`src/rtl/fft_seq.sv`:
```
// fft_seq -- frame sequencer for a pipelined radix-2 FFT chain.
//
// Accepts a gapless sample stream marked by start-of-frame and runs the
// master frame counter cnt0. Each stage k gets a delayed copy of the count,
// (cnt0 - k*STG_LAT) mod N, so that it reads cnt = 0 on the cycle sample 0
// arrives there. Sample validity and start-of-frame travel down a TOT-deep
// shift register to flag the last stage output. After the final frame the
// sequencer keeps counting for TOT cycles (FLUSH) so the pipeline drains.
//
// Ports:
//   clk, rst      clock, asynchronous active-high reset
//   in_valid      sample present on stage-0 din
//   in_sof        with in_valid: sample 0 of a frame
//   err_clr       synchronous pulse clearing err (a new error the same cycle wins)
//   stg_cnt       NSTG slices of CBW bits; slice k is stage k's cnt
//   out_valid     last-stage dout holds a valid result
//   out_sof       with out_valid: first sample of an output frame
//   busy          sequencer is not idle
//   err           sticky; [0] gap inside a frame, [1] sof off the frame boundary
module fft_seq #(
    parameter int CBW     = 3,
    parameter int NSTG    = 3,
    parameter int STG_LAT = 5
) (
    input  logic                 clk,
    input  logic                 rst,
    input  logic                 in_valid,
    input  logic                 in_sof,
    input  logic                 err_clr,
    output logic [NSTG*CBW-1:0]  stg_cnt,
    output logic                 out_valid,
    output logic                 out_sof,
    output logic                 busy,
    output logic [1:0]           err
);
    localparam int N   = 1 << CBW;
    localparam int TOT = NSTG * STG_LAT;
    localparam int DW  = $clog2(TOT + 1);

    typedef enum logic [1:0] {IDLE, RUN, FLUSH} state_t;

    state_t          state, state_nx;
    logic [CBW-1:0]  cnt0, cnt0_nx;
    logic [DW-1:0]   drain, drain_nx;
    logic [1:0]      err_nx;
    logic            acc_valid, acc_sof;
    logic            boundary, start;
    logic [TOT-1:0]  vld_pipe, sof_pipe;

    assign boundary = (cnt0 == '0);
    assign start    = in_valid & in_sof;

    always_ff @(posedge clk or posedge rst) begin
        if (rst) state <= IDLE;
        else     state <= state_nx;
    end

    always_comb begin
        state_nx  = state;
        cnt0_nx   = cnt0 + 1'b1;
        drain_nx  = drain;
        err_nx    = err_clr ? 2'b00 : err;
        acc_valid = 1'b0;
        unique case (state)
            IDLE: begin
                drain_nx  = '0;
                acc_valid = start;
                if (start) state_nx = RUN;
                else       cnt0_nx  = '0;
            end
            RUN: begin
                if (boundary) begin
                    if (start) begin
                        acc_valid = 1'b1;           // back-to-back frame
                    end else if (TOT == 1) begin
                        state_nx = IDLE;
                        cnt0_nx  = '0;
                        drain_nx = '0;
                    end else begin
                        state_nx = FLUSH;
                        drain_nx = DW'(1);          // this cycle is the first drain cycle
                    end
                end else begin
                    // Mid-frame: a missing sample is a gap, a stray sof is a
                    // sync error; the count is never resynced.
                    acc_valid = in_valid;
                    if (!in_valid) err_nx[0] = 1'b1;
                    if (start)     err_nx[1] = 1'b1;
                end
            end
            FLUSH: begin
                drain_nx = drain + DW'(1);
                if (boundary && start) begin
                    state_nx  = RUN;
                    drain_nx  = '0;
                    acc_valid = 1'b1;
                end else begin
                    if (!boundary && start) err_nx[1] = 1'b1;
                    if (drain_nx == DW'(TOT)) begin
                        state_nx = IDLE;
                        cnt0_nx  = '0;
                        drain_nx = '0;
                    end
                end
            end
            default: begin
                state_nx = IDLE;
                cnt0_nx  = '0;
                drain_nx = '0;
            end
        endcase
    end

    // cnt0 is 0 on every accepted frame start, so the sof flag is just the boundary.
    assign acc_sof = acc_valid & boundary;

    always_ff @(posedge clk or posedge rst) begin
        if (rst) begin
            cnt0     <= '0;
            drain    <= '0;
            err      <= 2'b00;
            vld_pipe <= '0;
            sof_pipe <= '0;
        end else begin
            cnt0     <= cnt0_nx;
            drain    <= drain_nx;
            err      <= err_nx;
            vld_pipe <= (vld_pipe << 1) | TOT'(acc_valid);
            sof_pipe <= (sof_pipe << 1) | TOT'(acc_sof);
        end
    end

    assign out_valid = vld_pipe[TOT-1];
    assign out_sof   = sof_pipe[TOT-1];
    assign busy      = (state != IDLE);

    for (genvar k = 0; k < NSTG; k++) begin : g_stg
        localparam logic [CBW-1:0] OFF = CBW'((k * STG_LAT) % N);
        assign stg_cnt[k*CBW +: CBW] = cnt0 - OFF;
    end
endmodule

```
`config.mk`:
```
export PLATFORM = sky130hd
export DESIGN_NAME = fft_seq
export DESIGN_NICKNAME = d
export VERILOG_FILES = /design/src/rtl/fft_seq.sv
export SDC_FILE = /design/constraint.sdc
export NUM_CORES = 1
export LEC_CHECK = 0
export ABC_AREA = 1
export CORE_ASPECT_RATIO = 0.6
export CORE_MARGIN = 4
export CORE_UTILIZATION = 48
export DETAILED_ROUTE_END_ITERATION = 16
export GPL_TIMING_DRIVEN = 0
export PLACE_DENSITY_LB_ADDON = 0.15
export SLEW_MARGIN = 20
export SYNTH_ARGS = -nofsm -noshare
export SYNTH_HDL_FRONTEND = slang
export SYNTH_SLANG_ARGS = --single-unit
```
`constraint.sdc`:
```
create_clock -name clk -period 1.4 [get_ports clk]
set_clock_uncertainty 0.2 [all_clocks]
set_input_delay 0.14 -clock clk [delete_from_list [all_inputs] [get_ports clk]]
set_output_delay 0.14 -clock clk [all_outputs]
set_load 0.005 [all_outputs]
```
==> qor.csv <==
metric;value;unit
worst slew margin relative to its limit;85.0;%
diode count;0;
area grow syn2layout;44.7;%
Power Total;4.68;mW
CP max stage delay;380;ps
Ports;19;
Starting Density;52.4;%
maximum vdd drop;0.00126;V
DIE AREA;4290;µm²
Synth warnings;0;
CP Cell Sequence;inv_2 > buf_6 > ha_4 > xnor2_2 > buf_2;
first-pass GRT wire length;5240;µm
Die X;81.9;µm
PortBufs;18;
DP Area;1870;µm²
Power Dens Cells;2060;nW/µm²
fin. max-slew vios;0;
drt first pass iters;4;
Remaining DRCs;0;
failing checks;setup timing;
synth cell count leaders;dfrtp_1 (41), nand2_1 (21), inv_1 (19);
post-DP HPWL;1940;µm
crit path capture type;output port;
syn_area_per_cell;11.9;µm²
complex-gate fraction of the synthesized area;4.77;%
fin cells;223;
XOR/XNOR Fraction of Synth Area;1.67;%
All-Layer GR Usage;17.0;%
DR vias/cell;4.84;
H-tree depth;2;
largest net degree at the start of global routing;39;
RD Place Congestion;0.847;
Syn Nets;146;
synth top area cells;dfrtp_1 (65%), ha_1 (7.2%), nand2_1 (5.0%), inv_1 (4.5%), nand2_4 (2.1%);
Leak Pwr;1.13;nW
post-synth top area share;65.2;%
post-synthesis mux area share;0;%
clock sinks;41;
CORE AREA;3000;µm²
Max FO, Critical Path;2;
Avg WL per Cell;14.7;µm
max-cap violation count;0;
routed wl met3;133;µm
simple-gate share of the synthesized area;15.7;%
Post-Syn Instances;132;
Slew @ Worst Pin;223;ps
Routed WL;3280;µm
Seq/Total Area, Yosys;65.2;%
Crit-path slowest cell;dfrtp_1;
maximum clock rate;619;MHz
grt ovf;0;
final hold vios;0;
Synth Cell Area;1570;µm²
clk buf depth;2;
CTS tree;built;
layout cell share with drive strength beyond 1;49.7;%
FF+latch count, synth;41;
fin area;2280;µm²
vias in the first global route;1087;
outcome;finished, violations left;
WS Path Type;reg2out;
Nets;195;
Filler Cell Count;180;
period utilisation layout;115;%
uppermost layer routed;met4;
Post-Synth Adder-Cell Area;7.16;%
leading area contributor after synthesis;dfrtp_1;
Post-synth EDFFs;0;
fin util;75.8;%
root buffer cell;clkbuf_8;
Final min period;1620;ps
Startpoint Class;register;
initial antenna violation count;0;
cts bufs inserted;5;
reg-to-reg slack, setup;-190;ps
initial DRC count;36;
most numerous cell in the Yosys netlist;dfrtp_1;
post-route ant nets;0;
final setup vio count;18;
met2 wire len;1610;µm
routed via count;1079;
Hold Crit Class;reg2reg;
Storage cell area;1030;µm²
# rows;15;
Worst-Skew Late Latency;290;ps
main combinational cell family by area after synthesis;simple AND/OR/NAND/NOR gates;
M1 WL;1500;µm
RSZ-0062 raised after global routing;yes;
Multi-input gate area;629;µm²
ys flop type;dfrtp_1;
synth unique cells;22;
Clk pin slew, worst setup/hold paths;70;ps
Post-synth ARST share;100;%
Inst Count DP;193;
Final WS setup;-216;ps
setup TNS;-2300;ps
Worst EP arrival;1280;ps
Die H;52.3;µm
Crit path required time;1060;ps
[power breakdown]
group	switching (mW)	internal (mW)	total [mW]
registers	0.132	1.51	1.64
clock network	0.374	0.517	0.891
logic	1.10	1.05	2.15
[cell usage in the layout (no fill, tap or decap), drive strengths merged]
cell | netlist | routed
a21oi | 2 | 2
a32oi | 1 | 1
buf | 1 | 30
bufinv | 0 | 1
clkbuf | 0 | 7
clkdlybuf4s50 | 0 | 4
clkinv | 0 | 1
dfrtp | 41 | 41
dlygate4sd2 | 0 | 6
dlygate4sd3 | 0 | 1
ha | 9 | 9
inv | 21 | 21
nand2 | 29 | 29
nand3 | 7 | 7
nand4 | 2 | 2
nor2 | 8 | 8
nor3 | 1 | 1
o21ai | 5 | 5
o22ai | 2 | 2
xnor2 | 3 | 3
[cell type report]
cell class	instances	share of cell area [%]
sequential	41	45.2
multi-input combinational	69	27.7
timing repair buffer	42	16.3
inverter	21	3.68
clock buffer	5	3.02
tap	42	2.31
clock inverter	2	1.54
buffer	1	0.330
[through the flow]
| step | setup WS [ps] | hold WS, ps |
|---|---|---|
| 6_report | -216 | 142 |
| 3_3_place_gp | -610 | 134 |
| 3_5_place_dp | -330 | 135 |
| 5_1_grt | -271 | 142 |
| 4_1_cts | -189 | 148 |
| 2_1_floorplan | -56.0 | 47.3 |
[sequential cells by signal (all words and copies together), names as in the netlist]
register,count
drain,4
vld_pipe,15
err,2
sof_pipe,15
cnt0,3
state,2
[worst max-delay path, delay by kind of cell (launching register included)]
kind,cells,cell delay [ps]
DFF,1,380
adders and majority gates,1,160
xor gates and xnor gates,1,120
buffers and inverters,3,330
[cells by family after synthesis]
| group | after synthesis |
|---|---|
| fa+ha+maj | 9 |
| compound gates | 10 |
| simple gates | 47 |
| xor+xnor | 3 |
| flops | 41 |
| buf+inv | 22 |
[what timing repair did]
| action | in CTS | in global routing |
|---|---|---|
| resized for setup | 55 | 30 |
| hold endpoints to repair | 3 | 0 |
| hold buffers | 1 | 0 |
| buffers inserted | 16 | 9 |
| endpoints found under the setup margin | 26 | 21 |
| pin swaps | 6 | 12 |
[layer usage]
layer | GRT usage, % | vias to the layer above
li1 | - | 506
met1 | 22.4 | 547
met2 | 26.1 | 20
met3 | 5.33 | 6
met4 | 6.91 | 0
met5 | 0 | -
[final timing paths]
path / startpoint / endpoint / cells after the start
setup / recovery: cnt0[1] / stg_cnt[5] / 5
hold / removal: sof_pipe[10] / sof_pipe[11] / 0
setup reg to reg: cnt0[0] / cnt0[0] / 10
hold reg to reg: sof_pipe[10] / sof_pipe[11] / 0
max in group asynchronous: rst / drain[0] / 4
min in group asynchronous: rst / cnt0[1] / 3
(Power assumes the default switching activity.)
